`config.mk`:
```
export PLATFORM = sky130hd
export DESIGN_NAME = pulse_sequencer
export DESIGN_NICKNAME = d
export VERILOG_FILES = /design/src/rtl/pulse_sequencer.sv
export SDC_FILE = /design/constraint.sdc
export NUM_CORES = 1
export LEC_CHECK = 0
export CAP_MARGIN = 20
export CORE_UTILIZATION = 25
export DETAILED_ROUTE_END_ITERATION = 16
export GPL_TIMING_DRIVEN = 0
export HOLD_SLACK_MARGIN = 0.12
export SYNTH_ARGS = -nofsm -noshare
export SYNTH_HDL_FRONTEND = slang
export SYNTH_SLANG_ARGS = --single-unit
```
`constraint.sdc`:
```
create_clock -name clk -period 1.88 [get_ports clk]
set_input_delay 0.47 -clock clk [delete_from_list [all_inputs] [get_ports clk]]
set_output_delay 0.47 -clock clk [all_outputs]
set_load 0.1 [all_outputs]
```
`src/rtl/pulse_sequencer.sv`:
```
// Programmable burst pulse generator: emits count_r pulses spaced period_r+1 cycles apart.
// Define PULSE_SEQ_CONTINUOUS_EN to make count_r==0 mean "pulse until stop".
module pulse_sequencer #(
  parameter int WIDTH = 8
) (
  input  logic             clk,
  input  logic             reset,
  input  logic             cfg_we,
  input  logic [WIDTH-1:0] cfg_period,
  input  logic [WIDTH-1:0] cfg_count,
  input  logic             start,
  input  logic             stop,
  output logic             signal,
  output logic             busy,
  output logic             done,
  output logic [WIDTH-1:0] pulses_left
);

`ifdef PULSE_SEQ_CONTINUOUS_EN
  localparam bit CONT = 1'b1;
`else
  localparam bit CONT = 1'b0;
`endif

  typedef enum logic [1:0] {IDLE, RUN, DONE} state_t;

  state_t           state, n_state;
  logic [WIDTH-1:0] period_r, n_period;
  logic [WIDTH-1:0] count_r, n_count;
  logic [WIDTH-1:0] phase, n_phase;
  logic [WIDTH-1:0] remaining, n_rem;
  logic             n_sig;
  logic [WIDTH-1:0] cnt_eff;
  logic             cont_mode;

  // A cfg write on the start edge must already apply to that burst.
  assign cnt_eff   = cfg_we ? cfg_count : count_r;
  assign cont_mode = CONT && (count_r == '0);

  always_ff @(negedge clk) begin
    if (reset) begin
      state     <= IDLE;
      period_r  <= WIDTH'(4);
      count_r   <= WIDTH'(1);
      phase     <= '0;
      remaining <= '0;
      signal    <= 1'b0;
    end else begin
      state     <= n_state;
      period_r  <= n_period;
      count_r   <= n_count;
      phase     <= n_phase;
      remaining <= n_rem;
      signal    <= n_sig;
    end
  end

  always_comb begin
    n_state  = state;
    n_period = period_r;
    n_count  = count_r;
    n_phase  = phase;
    n_rem    = remaining;
    n_sig    = 1'b0;
    case (state)
      RUN: begin
        if (stop) begin
          n_state = IDLE;
          n_phase = '0;
          n_rem   = '0;
        end else if (phase == period_r) begin
          n_sig   = 1'b1;
          n_phase = '0;
          if (!cont_mode) begin
            n_rem = remaining - WIDTH'(1);
            if (remaining == WIDTH'(1)) n_state = DONE;
          end
        end else begin
          n_phase = phase + WIDTH'(1);
        end
      end
      default: begin
        if (cfg_we) begin
          n_period = cfg_period;
          n_count  = cfg_count;
        end
        if (start && !stop) begin
          n_phase = '0;
          n_rem   = cnt_eff;
          // Empty burst completes immediately unless continuous mode is built in.
          n_state = (cnt_eff == '0 && !CONT) ? DONE : RUN;
        end
      end
    endcase
  end

  assign busy        = (state == RUN);
  assign done        = (state == DONE);
  assign pulses_left = remaining;

endmodule

```
# --- Word-level counts from Yosys, hierarchy flattened ---
# Index checks and enable logic that the tools add are counted.
totals:
  n_memories: 0
  mem_bits_rw: 0
  out_inout_bits: 11
  reg_bits: 35
  latch_bits: 0
  mem_bits_ro: 0
  wordCells: 39
classes:
  shifts: 0
  magnitude_cmp: 0
  mux: 16
  bitwise_logic: 1
  n_addsub: 2
  div_mod_pow: 0
  n_eq_ne: 6
  n_mul: 0
  n_reduce_logical: 8
ops:
  columns: ["op", "count"]
  rows:
  - ["8-bit 2-to-1 mux", 9]
  - ["2-bit 2-to-1 mux", 6]
  - ["8-bit by 1-bit adder with 8-bit output (second input constant)", 1]
  - ["8-bit by 1-bit == test with 1-bit output (second input constant)", 1]
  - ["8-bit == test", 1]
  - ["8-bit logical NOT", 1]
  - ["8-bit by 1-bit subtractor with 8-bit output (second input constant)", 1]
  - ["3-bit by 2-bit inequality test with 1-bit output (second input constant)", 2]
  - ["2-bit AND reduction", 2]
  - ["3-bit AND reduction", 1]
  - ["3-bit OR reduction", 1]
  - ["2-bit by 1-bit == test with 1-bit output (second input constant)", 1]
  - ["2-bit == test (second input constant)", 1]
  - ["2-bit nonzero test", 1]
  - ["1-bit logical AND", 1]
  - ["1-bit logical NOT", 1]
  - ["1-bit 2-to-1 mux", 1]
  - ["1-bit inverter", 1]

# --- Logic depth before layout (Yosys ltp) ---
logic_depth:
  depth_word: 5
  ltp_mapped: 8
  ltp_nobuf: 6

==> reports/metrics.cfg <==
[outcome]
status=finished with violations
violations=setup timing

[worst_setup_path]
arrival_ns=2.06
critPathKind=reg -> out
start_kind=register
required_ns=1.41
crit_path_end_kind=output pin
crit_fanout=3

[power_and_ir_drop]
powerDensity_mw_per_mm2=865.7
p_int_w=0.001666
p_sw_w=0.001211
p_leak_nw=1.464
p_total_w=0.002877
p_sw_share_pct=42.08
combPwrFrac_pct=39.8
peakVddDrop_v=0.0004772
seqPwrFrac_pct=30.0
power_frac_clock_pct=30.3

[detailed_routing]
dr.pass1.iters=4
ant_nets=0
dr_total_vias=2083
drc=0
via_per_inst=4.800
wire_per_inst_microns=13.75
routed_wl_mm=5.966
dr.first_iter.drc_count=169

[finish]
final_nets=358
antenna_cells=0
final_core_util_pct=45.33
drive_above_1_share_pct=38.21
area_growth_pct=72.92

[logic_synthesis]
synth_ff_type=dfxtp_1
synth.avg_cell_area_sq_um=8.320
synth_cells=231
netlist_area_sq_mm=0.001922
synth_edf_count=0
synth.distinct_cells=52
synth_nets=255
synth_seq_cells=35
yosysSeqAreaShare_pct=36.46
synth-async-reset-ratio_pct=0
ys.warnings.count=0

[floorplan]
die_h_microns=89.68
coreArea_sq_mm=0.007331
fp.dieW_microns=89.68
rows=31
start_util_pct=26.22
die-area_sq_mm=0.008042
ios=32

[timing]
relSlewSlack_pct=58.73
whs_ns=0.4627
setup_viol=31
skew_ns=0.01931
grt_setup_unrepaired=yes
worst_pin_slew_ns=0.6168
slew_violations=0
hold_viol_final=0
final.setup.tns_ns=-11.16
setup_ws_ns=-0.6489

[place]
hpwl_mm=3.745
io_buffers=30
pre_cts_ws_ns=-1.468
place_congestion=0.8762

[global_routing]
grt_pass1_wl_mm=9.404
antenna_found_initial=0
grt_pass1_vias=2043
grt_max_degree=16
overflow=0
track_usage_pct=15.35

[clocking]
clockBufferDepth=2
cts.hold.buffers_added=0
clk_pin_slew_ns=0.04
cts_tree=done
htree_levels=2
worst_skew_pair.late_latency_ns=0.36
cts_made_buffers=5
cts-root-buf=clkbuf_8
clock_sinks=35

[worst_hold_path]
hold_path_class=reg -> reg

[run]
drv_cap=0

[power groups by stage]
| stage | Clock, W | Combinational [W] | Sequential, W |
|---|---|---|---|
| 2_1_floorplan | 0.000117 | 0.000481 | 0.00101 |
| 3_3_place_gp | 0.000117 | 0.000820 | 0.000878 |
| 3_5_place_dp | 0.000117 | 0.000820 | 0.000879 |
| 4_1_cts | 0.000894 | 0.00107 | 0.000863 |
| 5_1_grt | 0.00100 | 0.00121 | 0.000868 |
| 6_report | 0.000870 | 0.00114 | 0.000862 |
[synthesized netlist by cell type, types with 2 or more instances]
| library cell | count | area [sq um] |
|---|---|---|
| clkbuf_1 | 6 | 22.52 |
| a22oi_1 | 2 | 15.01 |
| buf_2 | 3 | 15.01 |
| nor3_1 | 8 | 40.04 |
| inv_1 | 6 | 22.52 |
| and2_1 | 2 | 12.51 |
| o311ai_0 | 2 | 17.52 |
| mux2_2 | 2 | 22.52 |
| o22ai_1 | 2 | 12.51 |
| nand4_1 | 5 | 31.28 |
| dfxtp_1 | 35 | 700.7 |
| o31ai_1 | 3 | 22.52 |
| xor2_1 | 12 | 105.1 |
| xnor2_1 | 2 | 17.52 |
| a32oi_1 | 2 | 17.52 |
| ha_1 | 3 | 37.54 |
| a21oi_1 | 23 | 115.1 |
| and3_1 | 2 | 12.51 |
| or3_1 | 2 | 12.51 |
| nor2_1 | 14 | 52.55 |
| nand2b_1 | 2 | 12.51 |
| o21ai_0 | 5 | 25.02 |
| mux2i_1 | 8 | 80.08 |
| or4_1 | 2 | 15.01 |
| buf_6 | 3 | 33.78 |
| nor4_1 | 3 | 18.77 |
| nand3_1 | 4 | 20.02 |
| nand2_1 | 44 | 165.2 |
[final timing paths]
check / start / slack [ns] / to / cells after the start
hold reg to reg: period_r[5]$_SDFFE_NP0P_ / 0.46 / period_r[5]$_SDFFE_NP0P_ / 2
hold / removal: period_r[5]$_SDFFE_NP0P_ / 0.46 / period_r[5]$_SDFFE_NP0P_ / 2
setup reg to reg: phase[2]$_SDFFE_NP0P_ / -0.06 / pulses_left[2]$_SDFFE_NP0P_ / 7
setup / recovery: state[0]$_SDFFE_NP0P_ / -0.65 / done / 3
[layer usage]
layer  vias up  global-route usage (%)  part of all wire (%)
li1       1027                       -                     -
met1       979                   19.29                    44
met2        69                   23.35                    49
met3         8                   5.667                   5.4
met4         0                   7.071                   1.0
met5         -                       0                     0
[cell families (layout without fill, tap and decap cells)]
logic type                 after synthesis  count (layout)  synth area share, %
muxes                                   10              10                5.339
and+or+nand+nor                         99              99                26.50
buffers and inverters                   20             124                5.729
adders and majority gates                3               3                1.953
DFF                                     35              35                36.46
xor gates and xnor gates                14              14                6.380
AOI/OAI and AO/OA                       50              50                17.64
[worst max-delay path, cell delays in order, from the launching register on]
cell	delay, ns
dfxtp_4	0.35
buf_6	0.12
nor2_4	0.11
buf_12	0.18
[state kept, by name (all words and copies together), names as in the netlist]
name,flops
count_r,8
period_r,8
phase,8
pulses_left,8
state,2
signal,1
[what timing repair did]
action,in CTS,in global routing
pin swaps,24,16
setup endpoints to repair,46,33
setup buffers,29,7
cloned,0,0
resized for setup,174,16
[layout by cell type (no fill, tap or decap), types with 3 or more instances in the layout]
master           count
buf_6               14
nand2_1             40
nand3_1              3
nand4_1              5
clkbuf_8             7
inv_1               39
o21ai_1              3
dfxtp_4             10
buf_8                3
mux2i_1              6
buf_4               23
nor2_4               3
dlygate4sd2_1        3
xor2_1              12
dfxtp_1             24
a21oi_2              3
nor4_4               3
ha_1                 3
buf_12              15
clkdlybuf4s50_1      8
nor2_1              11
nor3_1               6
a21oi_1             20
[final cells by class]
| cell class | instances | area (sq um) |
|---|---|---|
| fill | 683 | 4008 |
| multi-input combinational | 176 | 1356 |
| timing repair buffer | 65 | 750.7 |
| sequential | 35 | 739.5 |
| clock inverter | 38 | 153.9 |
| tap | 99 | 123.9 |
| buffer | 10 | 102.6 |
| clock buffer | 5 | 68.82 |
| inverter | 6 | 27.53 |
[per-stage QoR]
stage / cell area, sq um / cells
2_1_floorplan: 2082 / 231
3_3_place_gp: 2506 / 360
3_5_place_dp: 2506 / 360
4_1_cts: 3223 / 429
5_1_grt: 3323 / 434
6_report: 3323 / 434
(Power assumes the default switching activity.)
